===== config.mk =====
export PLATFORM = sky130hd
export DESIGN_NAME = step_prompt_judge
export DESIGN_NICKNAME = d
export VERILOG_FILES = /design/src/rtl/step_prompt_judge.sv
export SDC_FILE = /design/constraint.sdc
export NUM_CORES = 1
export LEC_CHECK = 0
export BUFFER_PORTS_ARGS = -buffer_cell sky130_fd_sc_hd__buf_4
export CELL_PAD_IN_SITES_DETAIL_PLACEMENT = 0
export CELL_PAD_IN_SITES_GLOBAL_PLACEMENT = 2
export CORE_MARGIN = 5
export CORE_UTILIZATION = 35
export DETAILED_ROUTE_END_ITERATION = 7
export PLACE_DENSITY_LB_ADDON = 0.12
export SLEW_MARGIN = 5
export SYNTH_ARGS = -nofsm -noshare
export SYNTH_HDL_FRONTEND = slang
export SYNTH_SLANG_ARGS = --single-unit
export TNS_END_PERCENT = 30

===== constraint.sdc =====
create_clock -name clock -period 2.8 [get_ports clock]
set_input_delay 0.28 -clock clock [delete_from_list [all_inputs] [get_ports clock]]
set_output_delay 0.28 -clock clock [all_outputs]
set_load 0.01 [all_outputs]

===== src/rtl/step_prompt_judge.sv =====
// Round sequencer and hit judge for the two-player dance game.
// Produces a pseudo-random one-hot arrow per step on a SHOW/GAP schedule.
// Judges each player's first press in the window at the start of SHOW.
module step_prompt_judge #(
   parameter int unsigned STEP_TICKS   = 25_000_000,
   parameter int unsigned WINDOW_TICKS = 12_500_000,
   parameter int unsigned GAP_TICKS    = 5_000_000,
   parameter int unsigned NUM_STEPS    = 32,
   parameter logic [15:0] LFSR_SEED    = 16'hACE1
) (
   input  logic       clock,
   input  logic       reset,
   input  logic       start,
   input  logic [3:0] a_btn,
   input  logic [3:0] b_btn,
   output logic [3:0] arrow,
   output logic       busy,
   output logic       done,
   output logic [7:0] step_idx,
   output logic       a_hit,
   output logic       b_hit,
   output logic       a_miss,
   output logic       b_miss,
   output logic [7:0] a_score,
   output logic [7:0] b_score
);

   localparam int unsigned TMAX = (STEP_TICKS > GAP_TICKS) ? STEP_TICKS : GAP_TICKS;
   localparam int unsigned TW   = (TMAX > 1) ? $clog2(TMAX) : 1;
   localparam logic [15:0] LFSR_MASK = 16'hB400;

   typedef enum logic [1:0] {
      IDLE = 2'd0,
      SHOW = 2'd1,
      GAP  = 2'd2,
      DONE = 2'd3
   } state_t;

   state_t        state;
   logic [TW-1:0] timer;
   logic [15:0]   lfsr;
   logic [3:0]    a_prev;
   logic [3:0]    b_prev;
   logic          a_judged;
   logic          b_judged;

   logic [15:0]   lfsr_next;
   logic [3:0]    arrow_next;
   logic          in_window;
   logic          show_end;
   logic          gap_end;
   logic          last_step;
   logic          a_judge;
   logic          b_judge;
   logic          a_good;
   logic          b_good;

   // Step timing, press-edge qualification and next prompt
   always_comb begin
      lfsr_next  = lfsr[0] ? ((lfsr >> 1) ^ LFSR_MASK) : (lfsr >> 1);
      arrow_next = 4'(4'b0001 << lfsr_next[1:0]);
      in_window  = (state == SHOW) && (32'(timer) < WINDOW_TICKS);
      show_end   = (state == SHOW) && (timer == TW'(STEP_TICKS - 1));
      gap_end    = (state == GAP)  && (timer == TW'(GAP_TICKS - 1));
      last_step  = (step_idx == 8'(NUM_STEPS - 1));
      a_judge    = in_window && ((a_btn & ~a_prev) != 4'd0) && !a_judged;
      b_judge    = in_window && ((b_btn & ~b_prev) != 4'd0) && !b_judged;
      a_good     = (a_btn == arrow);
      b_good     = (b_btn == arrow);
   end

   // Round FSM with registered prompt, judgement pulses and scores
   always_ff @(posedge clock) begin
      if (reset) begin
         state    <= IDLE;
         timer    <= '0;
         lfsr     <= LFSR_SEED;
         a_prev   <= 4'd0;
         b_prev   <= 4'd0;
         a_judged <= 1'b0;
         b_judged <= 1'b0;
         arrow    <= 4'd0;
         busy     <= 1'b0;
         done     <= 1'b0;
         step_idx <= 8'd0;
         a_hit    <= 1'b0;
         b_hit    <= 1'b0;
         a_miss   <= 1'b0;
         b_miss   <= 1'b0;
         a_score  <= 8'd0;
         b_score  <= 8'd0;
      end else begin
         a_prev <= a_btn;
         b_prev <= b_btn;
         a_hit  <= 1'b0;
         b_hit  <= 1'b0;
         a_miss <= 1'b0;
         b_miss <= 1'b0;

         // Player A: a press judgement wins over the timeout miss
         if (a_judge) begin
            a_judged <= 1'b1;
            if (a_good) begin
               a_hit <= 1'b1;
               if (a_score != 8'hFF) a_score <= a_score + 8'd1;
            end else begin
               a_miss <= 1'b1;
            end
         end else if (show_end && !a_judged) begin
            a_miss <= 1'b1;
         end

         // Player B: same rules, fully independent of A
         if (b_judge) begin
            b_judged <= 1'b1;
            if (b_good) begin
               b_hit <= 1'b1;
               if (b_score != 8'hFF) b_score <= b_score + 8'd1;
            end else begin
               b_miss <= 1'b1;
            end
         end else if (show_end && !b_judged) begin
            b_miss <= 1'b1;
         end

         case (state)
            IDLE, DONE: begin
               if (start) begin
                  a_score  <= 8'd0;
                  b_score  <= 8'd0;
                  step_idx <= 8'd0;
                  lfsr     <= lfsr_next;
                  arrow    <= arrow_next;
                  timer    <= '0;
                  a_judged <= 1'b0;
                  b_judged <= 1'b0;
                  busy     <= 1'b1;
                  done     <= 1'b0;
                  state    <= SHOW;
               end
            end
            SHOW: begin
               if (show_end) begin
                  arrow <= 4'd0;
                  timer <= '0;
                  state <= GAP;
               end else begin
                  timer <= timer + TW'(1);
               end
            end
            GAP: begin
               if (gap_end) begin
                  timer <= '0;
                  if (last_step) begin
                     busy  <= 1'b0;
                     done  <= 1'b1;
                     state <= DONE;
                  end else begin
                     step_idx <= step_idx + 8'd1;
                     lfsr     <= lfsr_next;
                     arrow    <= arrow_next;
                     a_judged <= 1'b0;
                     b_judged <= 1'b0;
                     state    <= SHOW;
                  end
               end else begin
                  timer <= timer + TW'(1);
               end
            end
            default: state <= IDLE;
         endcase
      end
   end

endmodule


Word-level counts from Yosys, hierarchy flattened
Index checks and enable logic that the tools add are counted.
{"block": "totals", "regBits": 87, "in_bits": 11, "out_inout_bits": 34}
{"block": "op_classes", "n_shift": 1, "n_reduce_logical": 22, "mux": 59, "bitwise": 7, "add_sub_neg": 4, "n_lt_le_gt_ge": 1, "n_eq_ne": 15}
{"op": "8-bit two-way mux", "n": 13}
{"op": "25-bit two-way mux", "n": 3}
{"op": "25-bit case mux with 3 select lines", "n": 1}
{"op": "16-bit two-way mux", "n": 4}
{"op": "16-bit case mux with 2 select lines", "n": 1}
{"op": "25-bit by 1-bit adder with 25-bit output, second input constant", "n": 1}
{"op": "25-bit by 23-bit == test with 1-bit output, second input constant", "n": 1}
{"op": "25-bit == test, second input constant", "n": 1}
{"op": "25-bit by 24-bit less-than comparator with 1-bit output, second input constant", "n": 1}
{"op": "8-bit by 1-bit adder with 8-bit output, second input constant", "n": 3}
{"op": "1-bit two-way mux", "n": 22}
{"op": "4-bit two-way mux", "n": 4}
{"op": "8-bit inequality test, second input constant", "n": 2}
{"op": "8-bit case mux with 2 select lines", "n": 1}
{"op": "4-bit case mux with 3 select lines", "n": 1}
{"op": "4-bit AND reduction", "n": 3}
{"op": "2-bit inequality test, second input constant", "n": 5}
{"op": "1-bit logical AND", "n": 9}
{"op": "4-bit bitwise AND", "n": 2}
{"op": "4-bit == test", "n": 2}
{"op": "8-bit by 5-bit == test with 1-bit output, second input constant", "n": 1}
{"op": "2-bit two-way mux", "n": 4}
{"op": "4-bit NOT", "n": 2}
{"op": "1-bit case mux with 2 select lines", "n": 4}
{"op": "12 further kinds", "n": 18}

Longest topological paths before layout
Gate-level depths: netlist of the first run.
{"block": "depth", "ltp_word": 9, "ltp_mapped": 10}

Worst setup path before layout of the first run
OpenSTA, ideal clock, no wires.
{"block": "synth_timing", "path_type": "reg-to-reg", "from": "register timer[17]", "to": "register timer[11]", "path_stages_with_launch": 10, "path_slack_ns": 0.178, "t_arrival_ns": 2.505, "period_less_slack_ns": 2.622, "cell_sequence": "dfxtp_1 > buf_2 > or4b_1 > or4_1 > buf_2 > o31ai_4 > a211oi_1 > buf_2 > buf_1 > a22o_1"}
{"block": "synth_via", "elab_chain_len": 4, "word_cells_on_any_way": 7, "cone_classes": "eq/ne (2); mux (3); reduce/logical (2)"}
{"element": "start, declared", "line_no": "40", "source": "logic [TW-1:0] timer;"}
{"element": "start signal, assigned", "line_no": "148", "source": "timer <= timer + TW'(1);"}
{"element": "start signal, assigned", "line_no": "167", "source": "timer <= timer + TW'(1);"}
{"element": "25-bit by 23-bit == test with 1-bit output / 25-bit == test (equally long branches)", "line_no": "64, 63"}
{"element": "1-bit logical AND (on tied branches)", "line_no": "64, 63"}
{"element": "25-bit two-way mux (on tied branches)", "line_no": "152, 143"}
{"element": "25-bit case mux with 3 select lines *", "line_no": "126", "source": "case (state)"}
Every way passes the cells marked *; elsewhere a longest branch is shown, timed or not.
A chain may end at the register's enable or synchronous reset.

Final worst setup path of the first run
{"block": "layout_timing", "from": "register timer[15]", "to": "register step_idx[5]"}
{"block": "layout_via", "elab_chain_len": 4}
{"element": "25-bit by 23-bit == test with 1-bit output", "line_no": "64", "source": "gap_end = (state == GAP) && (timer == TW'(GAP_TICKS - 1));"}
{"element": "1-bit logical AND", "line_no": "64"}
{"element": "2-bit inequality test (no line)"}
{"element": "4-bit AND reduction (no line)"}
{"element": "end signal, assigned", "line_no": "159", "source": "step_idx <= step_idx + 8'd1;"}
{"element": "end, declared", "line_no": "19", "source": "output logic [7:0] step_idx,"}
Every way passes these cells.

==> results of run 1 <==
-- per-layer routing --
metal / part of all wire, % / GRT usage, % / vias up
li1: - / - / 1951
met1: 50 / 20.7 / 1754
met2: 46 / 23.8 / 44
met3: 3.3 / 3.94 / 12
met4: 1.4 / 4.72 / 0
met5: 0 / 0 / -
-- final cells by class --
cell class	count	area [um^2]	area share, %
timing repair buffer	73	561	10.9
multi-input combinational	381	2320	45.0
tap	147	184	3.57
sequential	87	1740	33.8
clock buffer	10	239	4.63
inverter	12	45.0	0.873
clock inverter	6	67.6	1.31
-- flip-flops by register name (all words and copies together) (netlist names), 2 cells and up --
register and cells:
step_idx 8, a_prev 4, state 2, b_score 8, a_score 8, arrow 4
lfsr 16, b_prev 4, timer 25
-- cells by family (layout without fill, tap and decap cells) --
| kind of cell | after synthesis | after routing | synth area share [%] |
|---|---|---|---|
| buf+inv | 37 | 101 | 3.49 |
| fa+ha+maj | 7 | 7 | 2.09 |
| simple gates | 237 | 237 | 29.1 |
| flops | 87 | 87 | 41.6 |
| xor+xnor | 19 | 19 | 3.97 |
| compound gates | 111 | 111 | 18.1 |
| mux | 7 | 7 | 1.67 |
-- report_power, final --
part / internal [mW] / switching (mW) / leakage [nW]
clock network: 0.719 / 0.521 / 0.145
registers: 1.39 / 0.109 / 0.708
logic: 0.479 / 0.684 / 1.12
total: 2.58 / 1.31 / 1.98
-- per-stage QoR --
stage | std cells | instance area (um^2)
after detailed placement | 700 | 4850
after floorplan | 505 | 4190
after CTS | 716 | 5150
after global routing | 716 | 5160
after global placement | 700 | 4850
final | 716 | 5160
-- what timing repair did --
| item | 4_1_cts | 5_1_grt |
|---|---|---|
| endpoints found under the hold margin | 0 | 0 |
| hold buffers | 0 | 0 |
| endpoints found under the setup margin | 0 | 7 |
| gates resized for setup | 0 | 1 |
-- critical path, cell delays in order (launching register included) --
cell,delay (ns)
dfxtp_1,0.31
or4b_1,0.53
or4_4,0.48
o41ai_4,0.41
nand2_2,0.16
or4_1,0.50
a21oi_1,0.15
-- cell usage in the layout, fill, tap and decap left out, types with 3 or more instances in the layout --
master     netlist  final
ha_1             7      7
a211oi_1         6      5
mux2i_1          7      7
a41oi_1          4      4
and2_1           5      5
and3_1           7      7
a22o_1           6      6
a22oi_1          4      4
or3_1            5      5
nor3_1          13     13
nand3_1         31     31
nor2_1          31     31
nor4_1           6      6
xnor2_1         14     14
o21ai_0          5      5
xor2_1           5      5
nor2b_1         10     10
o21ai_1         10     10
nand2b_1        13     13
a21o_1           6      6
nand3b_1         6      6
or2_2            3      3
nand2_1         71     71
o211ai_1         4      4
inv_1           12     12
or4_1           10      9
nand4_1         14     14
a31oi_1         15     15
clkbuf_16        0      9
a21oi_1         36     36
dfxtp_1         87     87
buf_4            0     72
and4_1           3      3
-- path summary, 6_finish.rpt --
check	startpoint	slack (ns)	endpoint
min	a_btn[2]	0.17	a_prev[2]
max	timer[15]	0.21	step_idx[5]
max reg2reg	timer[15]	0.21	step_idx[5]
min reg2reg	lfsr[9]	0.45	lfsr[8]
==> key figures, run 1 <==
Critical path
  – Worst path arrival time: 2.86 ns
  – Startpoint types: flop
  – CP Capture Type: flop
  – Worst Path Required: 3.07 ns
  – Worst Reg-to-Reg Cells: 6
  – Crit path kind: flop to flop
  – Worst-path fanout max: 7

Layout
  – Layout fillers: 1218
  – Nets: 582
  – N_diodes: 0
  – Area grow syn2layout: 23.0%
  – Layout cells sized above 1: 17.2%
  – Fin util: 43.5%

Yosys
  – Distinct cells, synth: 55
  – Syn_nets: 523
  – Synth Cell Area: 4190 um^2
  – Avg Cell Area, Syn: 8.30 um^2
  – Top cells by area, synth: dfxtp_1 (42%), nand2_1 (6.4%), a21oi_1 (4.3%)
  – Post-synth top area cell: dfxtp_1
  – Post-synth ARST share: 0%
  – FF+latch count, synth: 87
  – Yosys warns: 0
  – Number of synthesized flops with an enable pin: 0
  – Most numerous cell in the Yosys netlist: dfxtp_1
  – Syn Inst Count: 505
  – Seq/Total Area, Yosys: 41.6%
  – Synth top area share: 41.6%
  – Primary FF master, synth: dfxtp_1
  – Post-synth top cells: dfxtp_1 (87), nand2_1 (71), a21oi_1 (36)

Route
  – Routed length per instance: 14.8 um
  – DRC violations left: 0
  – Post-Route WL: 10600 um
  – Vias: 3761
  – 1st-pass router iterations: 5
  – 1st-iter DRT viols: 188
  – Via/cell ratio: 5.25
  – Antenna Nets Post-Route: 0

Clocking
  – CTS max path bufs: 2
  – Clk_lat worst skew: 0.35 ns
  – CTS Buf Count: 9
  – # H-tree levels: 3
  – Root buf cell: clkbuf_16
  – CTS sink count: 87
  – Post-CTS Setup Inserts: 0
  – CTS tree: done
  – Clk pin slew, worst setup/hold paths: 0.07 ns

Timing
  – Final period utilization: 92.4%
  – RSZ-0062 raised after global routing: false
  – Clk_skew: 0.00788 ns
  – Worst Max-Slew Pin Slew: 0.692 ns
  – Peak Freq: 386 MHz
  – Fin Setup TNS: 0 ns
  – Finish-stage setup viols: 0
  – Worst hold slack: 0.174 ns
  – Setup ws final: 0.212 ns
  – Hold violation count in the final report: 0
  – Rel. slew slack: 53.4%
  – Min Clock Period, post-route: 2.59 ns
  – Fin. max-slew vios: 0

Placement
  – GPL Wtd Cong: 0.791
  – # port buffers: 44
  – DP Wirelength: 7620 um
  – Pre-CTS setup slack: 0.126 ns

Power
  – Leak: 1.98 nW
  – Peak supply drop: 0.236 mV
  – PD cells: 756 nW/um^2
  – Power, Total: 3.90 mW

Min path
  – Hold WC Path Type: input port to flop
  – Hold depth: 2

Floorplan
  – Initial Util: 35.3%
  – Die H: 119 um
  – Io pins: 45
  – Die area: 14300 um^2
  – Site Rows: 40
  – Die W: 119 um
  – CORE AREA: 11900 um^2

Global routing
  – First-pass GRT wire length: 17800 um
  – Gr ovfl total: 0
  – Antenna violations before repair: 0
  – Vias in the first global route: 3504
  – GRT Util Overall: 15.3%
  – Largest net degree at the start of global routing: 51

Job
  – Max-Cap Viols: 0

Run status
  – Run status: finished, final reports clean
Power figures use the tool's default switching activity.
==> run 2, diff against run 1 <==
- CORE_UTILIZATION: 35 -> 38
- clock period: 2.8 -> 3.35 ns (I/O delays scaled with it)
==> run 2 against run 1 <==
Against the previous run: total power fell by 25%; non-clock buffer count fell by 19; worst setup slack improved by 0.14 ns; clock-buffer cell count did not move; routed wire length fell by 4.4%; sequential power fell by 17%; first-iteration DRC count rose by 25%; largest cell class unchanged.
==> key figures, run 2 (synthesis results as in run 1) <==
Global routing
  – First-pass GRT wire length: 17200 um (was 17800 um)
  – GRT Util Overall: 16.0% (was 15.3%)
  – Antenna violations before repair: 0 (unchanged)
  – Gr ovfl total: 0 (unchanged)
  – Vias in the first global route: 3599 (was 3504)
  – Largest net degree at the start of global routing: 51 (unchanged)

Timing
  – Final period utilization: 89.4% (was 92.4%)
  – Hold violation count in the final report: 0 (unchanged)
  – Rel. slew slack: 24.9% (was 53.4%)
  – Fin. max-slew vios: 0 (unchanged)
  – Worst Max-Slew Pin Slew: 1.12 ns (was 0.692 ns)
  – Finish-stage setup viols: 0 (unchanged)
  – RSZ-0062 raised after global routing: false (unchanged)
  – Clk_skew: 0.0108 ns (was 0.00788 ns)
  – Peak Freq: 334 MHz (was 386 MHz)
  – Fin Setup TNS: 0 ns (unchanged)
  – Min Clock Period, post-route: 3.00 ns (was 2.59 ns)

Layout
  – Post-route cell area: 4890 um^2 (was 5160 um^2)
  – N_diodes: 0 (unchanged)
  – Largest register FFs: 25 (unchanged)
  – Layout cells sized above 1: 14.2% (was 17.2%)
  – Nets: 563 (was 582)
  – Commonest non-fill, non-tap cell in the layout: dfxtp_1 (unchanged)
  – Fin util: 45.1% (was 43.5%)
  – Largest reg by FF count: timer (unchanged)
  – Layout fillers: 1091 (was 1218)
  – Area grow syn2layout: 16.7% (was 23.0%)
  – Top Registers: timer: 25 flops, lfsr: 16 flops (unchanged)
  – Commonest cells after routing, fill and taps aside: dfxtp_1 (87), nand2_1 (71), buf_4 (54) (was dfxtp_1 (87), buf_4 (72), nand2_1 (71))

Critical path
  – Crit path kind: flop to flop (unchanged)
  – Worst r2r src: timer[17] (was timer[15])
  – CP top delay family: simple AND/OR/NAND/NOR gates (unchanged)
  – Worst-path cell chain: or4b_1, or4_1, o31ai_4, a211oi_4, buf_4, a21o_1, a22o_1 (was or4b_1, or4_4, o41ai_4, nand2_2, or4_1, a21oi_1)
  – CP Buf/Inv Count: 1 (was 0)
  – Worst-path fanout max: 31 (was 7)
  – Worst Path Required: 3.62 ns (was 3.07 ns)
  – Worst path arrival time: 3.26 ns (was 2.86 ns)
  – Reg2Reg Setup Slack: 0.35 ns (was 0.21 ns)
  – Startpoint types: flop (unchanged)
  – Slowest stage delay, CP: 0.60 ns (was 0.53 ns)
  – Slowest CP cell: or4_1 (was or4b_1)
  – CP Capture Type: flop (unchanged)
  – Crit path launch: timer[17] (was timer[15])

Placement
  – GPL Wtd Cong: 0.803 (was 0.791)
  – DP Wirelength: 7130 um (was 7620 um)
  – # port buffers: 44 (unchanged)
  – DP Area: 4680 um^2 (was 4850 um^2)

Floorplan
  – Die H: 115 um (was 119 um)
  – CORE AREA: 10800 um^2 (was 11900 um^2)
  – Die W: 115 um (was 119 um)
  – Site Rows: 38 (was 40)
  – Die area: 13200 um^2 (was 14300 um^2)
  – Initial Util: 38.7% (was 35.3%)
  – Io pins: 45 (unchanged)

Power
  – Switching share of power: 35.6% (was 33.7%)
  – Clock Power Share: 26.3% (was 31.8%)
  – Sequential fraction of design power: 42.8% (was 38.3%)
  – Leak: 1.83 nW (was 1.98 nW)
  – Switching pwr: 1.03 mW (was 1.31 mW)
  – PD cells: 594 nW/um^2 (was 756 nW/um^2)
  – Power Internal: 1.87 mW (was 2.58 mW)
  – Comb power frac: 30.8% (was 29.9%)
  – Peak supply drop: 0.211 mV (was 0.236 mV)

Min path
  – Hold WC Path Type: input port to flop (unchanged)
  – Hold path start: a_btn[0] (was a_btn[2])

Route
  – DRC violations left: 0 (unchanged)
  – Via/cell ratio: 5.47 (was 5.25)
  – Vias: 3774 (was 3761)
  – Antenna Nets Post-Route: 0 (unchanged)
  – 1st-pass router iterations: 4 (was 5)
  – Post-Route WL: 10100 um (was 10600 um)
  – 1st-iter DRT viols: 235 (was 188)
  – Routed length per instance: 14.7 um (was 14.8 um)

Run status
  – Run status: finished, final reports clean (unchanged)

Clocking
  – CTS tree: done (unchanged)
  – Clk pin slew, worst setup/hold paths: 0.09 ns (was 0.07 ns)
  – # resized after CTS: 0 (unchanged)
  – CTS Buf Count: 9 (unchanged)
  – Clk_lat worst skew: 0.37 ns (was 0.35 ns)
  – CTS sink count: 87 (unchanged)
  – CTS max path bufs: 2 (unchanged)
  – Post-CTS Setup Inserts: 0 (unchanged)
  – Root buf cell: clkbuf_8 (was clkbuf_16)
  – # H-tree levels: 3 (unchanged)
  – CTS Hold Buffers Added: 0 (unchanged)

Job
  – Max-Cap Viols: 0 (unchanged)
run 2: path summary, 6_finish.rpt:
check / to / cells past startpoint
max: timer[9] / 7
min: a_prev[0] / 2
max reg2reg: timer[9] / 7
min reg2reg: lfsr[14] / 2
run 2: layout make-up:
class	count	area [um^2]	share of cell area [%]
inverter	12	45.0	0.921
clock inverter	6	70.1	1.43
sequential	87	1740	35.6
timing repair buffer	54	405	8.29
tap	140	175	3.58
multi-input combinational	381	2320	47.4
clock buffer	10	138	2.81
run 2: metrics by stage:
stage	hold slack [ns]	worst slack, ns	power [mW]	cells
floorplan	0.432	0.728	1.92	505
global placement	0.441	0.449	2.17	674
detailed placement	0.450	0.371	2.18	674
CTS	0.182	0.356	2.96	690
global route	0.188	0.146	3.13	690
finish	0.209	0.355	2.90	690
run 2: power by group through the flow:
stage	combinational, mW	sequential [mW]	clock, mW
global placement	0.898	1.27	0
finish	0.896	1.24	0.764
global route	1.04	1.26	0.827
CTS	0.914	1.25	0.798
floorplan	0.664	1.26	0
detailed placement	0.910	1.27	0
run 2: per-layer routing:
metal / vias to the layer above / wire length [um] / track usage, %
li1: 1907 / - / -
met1: 1755 / 4810 / 21.0
met2: 88 / 4560 / 25.1
met3: 24 / 491 / 3.00
met4: 0 / 289 / 7.98
met5: - / 0 / 0
==> run 3, diff against run 2 <==
- CORE_UTILIZATION: 38 -> 39
- CTS_BUF_LIST: not set -> sky130_fd_sc_hd__clkbuf_4 sky130_fd_sc_hd__clkbuf_8
==> run 3 against run 2 <==
Against the previous run: core utilization increased by 1.6 points; global-route usage decreased by 0.064 points; total power fell by 2.2%; non-clock buffer count unchanged; maximum frequency increased by 2.1%; combinational power rose by 1%; register-to-register slack improved by 0.06 ns; largest power group unchanged; cell area is 0.43% lower; via count shrank 1.4%.
==> key figures, run 3 (synthesis results as in run 1) <==
Clocking
  – CTS Hold Buffers Added: 0 (unchanged)
  – Post-CTS Setup Inserts: 0 (unchanged)
  – CTS Buf Count: 9 (unchanged)
  – Root buf cell: clkbuf_8 (unchanged)
  – CTS max path bufs: 2 (unchanged)
  – CTS sink count: 87 (unchanged)
  – CTS tree: done (unchanged)
  – Clk pin slew, worst setup/hold paths: 0.09 ns (about the same)
  – # resized after CTS: 0 (unchanged)
  – Clk_lat worst skew: 0.37 ns (about the same)
  – # H-tree levels: 3 (unchanged)

Layout
  – Top Registers: timer: 25 flops, lfsr: 16 flops (unchanged)
  – Fin util: 46.8% (was 45.1%)
  – Commonest non-fill, non-tap cell in the layout: dfxtp_1 (unchanged)
  – Commonest cells after routing, fill and taps aside: dfxtp_1 (87), nand2_1 (71), buf_4 (53) (was dfxtp_1 (87), nand2_1 (71), buf_4 (54))
  – Largest reg by FF count: timer (unchanged)
  – Nets: 563 (unchanged)
  – Layout cells sized above 1: 14.2% (unchanged)
  – Finished Layout Cells: 686 (was 690)
  – Largest register FFs: 25 (unchanged)
  – Area grow syn2layout: 16.2% (was 16.7%)
  – N_diodes: 0 (unchanged)

Critical path
  – Worst path arrival time: 3.20 ns (was 3.26 ns)
  – Crit path kind: flop to flop (unchanged)
  – Slowest CP cell: or4_1 (unchanged)
  – Worst-path cell chain: or4b_1, or4_1, o21ai_1, a211oi_4, buf_12, a21o_1, a22o_1 (was or4b_1, or4_1, o31ai_4, a211oi_4, buf_4, a21o_1, a22o_1)
  – Worst-path fanout max: 21 (was 31)
  – Worst Reg-to-Reg Cells: 7 (unchanged)
  – Worst Path Required: 3.62 ns (about the same)
  – CP Capture Type: flop (unchanged)
  – Worst reg2reg endpoint: timer[9] (unchanged)
  – Reg2Reg Setup Slack: 0.42 ns (was 0.35 ns)
  – Worst r2r src: timer[17] (unchanged)
  – Startpoint types: flop (unchanged)
  – Slowest stage delay, CP: 0.60 ns (about the same)

Power
  – Switching pwr: 1.05 mW (was 1.03 mW)
  – Switching share of power: 36.8% (was 35.6%)
  – Clock Power Share: 24.1% (was 26.3%)
  – Peak supply drop: 0.273 mV (was 0.211 mV)
  – Comb power frac: 32.0% (was 30.8%)
  – Sequential fraction of design power: 43.9% (was 42.8%)
  – PD cells: 583 nW/um^2 (was 594 nW/um^2)
  – Power Internal: 1.79 mW (was 1.87 mW)
  – Leak: 1.82 nW (was 1.83 nW)

Timing
  – Min Clock Period, post-route: 2.93 ns (was 3.00 ns)
  – Fin Setup TNS: 0 ns (unchanged)
  – Final period utilization: 87.5% (was 89.4%)
  – Worst Max-Slew Pin Slew: 0.831 ns (was 1.12 ns)
  – Rel. slew slack: 44.4% (was 24.9%)
  – Peak Freq: 341 MHz (was 334 MHz)
  – Worst hold slack: 0.205 ns (was 0.209 ns)
  – RSZ-0062 raised after global routing: false (unchanged)
  – Hold violation count in the final report: 0 (unchanged)
  – Finish-stage setup viols: 0 (unchanged)
  – Clk_skew: 0.00607 ns (was 0.0108 ns)
  – Setup ws final: 0.417 ns (was 0.355 ns)
  – Fin. max-slew vios: 0 (unchanged)

Min path
  – Hold path start: a_btn[1] (was a_btn[0])
  – Hold depth: 2 (unchanged)
  – Sink of the worst hold path: a_prev[1] (was a_prev[0])
  – Hold WC Path Type: input port to flop (unchanged)

Floorplan
  – Site Rows: 37 (was 38)
  – Die W: 114 um (was 115 um)
  – Initial Util: 40.2% (was 38.7%)
  – Die H: 114 um (was 115 um)
  – Io pins: 45 (unchanged)
  – Die area: 12900 um^2 (was 13200 um^2)
  – CORE AREA: 10400 um^2 (was 10800 um^2)

Route
  – 1st-iter DRT viols: 225 (was 235)
  – Routed length per instance: 14.6 um (was 14.7 um)
  – Antenna Nets Post-Route: 0 (unchanged)
  – Via/cell ratio: 5.43 (was 5.47)
  – 1st-pass router iterations: 4 (unchanged)
  – DRC violations left: 0 (unchanged)
  – Post-Route WL: 10000 um (was 10100 um)
  – Vias: 3723 (was 3774)

Job
  – Max-Cap Viols: 0 (unchanged)

Placement
  – # port buffers: 44 (unchanged)
  – DP Wirelength: 7130 um (about the same)
  – Dpl cells: 670 (was 674)
  – GPL Wtd Cong: 0.804 (was 0.803)
  – Pre-CTS setup slack: 0.440 ns (was 0.371 ns)

Global routing
  – Vias in the first global route: 3483 (was 3599)
  – Largest net degree at the start of global routing: 51 (unchanged)
  – GRT Util Overall: 15.9% (was 16.0%)
  – First-pass GRT wire length: 16800 um (was 17200 um)
  – Antenna violations before repair: 0 (unchanged)
  – Gr ovfl total: 0 (unchanged)

Run status
  – Run status: finished, final reports clean (unchanged)
==> run 3: cell types whose count changed in the layout (fill, tap and decap cells not counted), sizes merged <==
cell / delta
clkinvlp: -1
clkinv: -1
clkbuf: -1
inv: +4
bufinv: -1
==> run 3: worst max path at each step <==
| stage | start | to | slack, ns | cells after the start |
|---|---|---|---|---|
| finish | timer[17] | timer[9] | 0.42 | 7 |
| global route | timer[0] | timer[5] | 0.24 | 8 |
| CTS | timer[17] | timer[5] | 0.41 | 7 |
| detailed placement | timer[17] | timer[9] | 0.44 | 7 |
| global placement | timer[17] | timer[5] | 0.48 | 7 |
| floorplan | timer[17] | timer[11] | 0.73 | 9 |
==> run 3: critical path, delay by kind of cell (launching register included) <==
kind            cells  cell delay [ns]
simple gates        2             1.15
compound gates      4             1.05
flops               1             0.40
buf+inv             1             0.23
==> run 3: cell type report <==
cell class / count / area [um^2]
clock inverter: 7 / 55.1
clock buffer: 9 / 124
sequential: 87 / 1740
inverter: 12 / 45.0
fill: 1040 / 5550
multi-input combinational: 381 / 2320
tap: 136 / 170
timing repair buffer: 54 / 418
==> run 3: routing by layer <==
layer  vias to the layer above  wire [um]  track usage (%)
met4                         0        186             6.97
met5                         -          0                0
li1                       1907          -                -
met2                        61       4610             25.4
met1                      1742       4810             21.0
met3                        13        400             2.86
==> run 3: power groups by stage <==
stage / sequential, mW / combinational (mW) / clock (mW)
after floorplan: 1.26 / 0.664 / 0
after global placement: 1.27 / 0.906 / 0
after detailed placement: 1.27 / 0.919 / 0
after CTS: 1.25 / 0.924 / 0.716
after global routing: 1.26 / 1.03 / 0.760
final: 1.25 / 0.909 / 0.683
==> run 3: stage by stage <==
stage / total power [mW] / cell area (um^2)
after floorplan: 1.92 / 4190
after global placement: 2.18 / 4690
after detailed placement: 2.19 / 4690
final: 2.84 / 4870
after global routing: 3.06 / 4870
after CTS: 2.89 / 4870
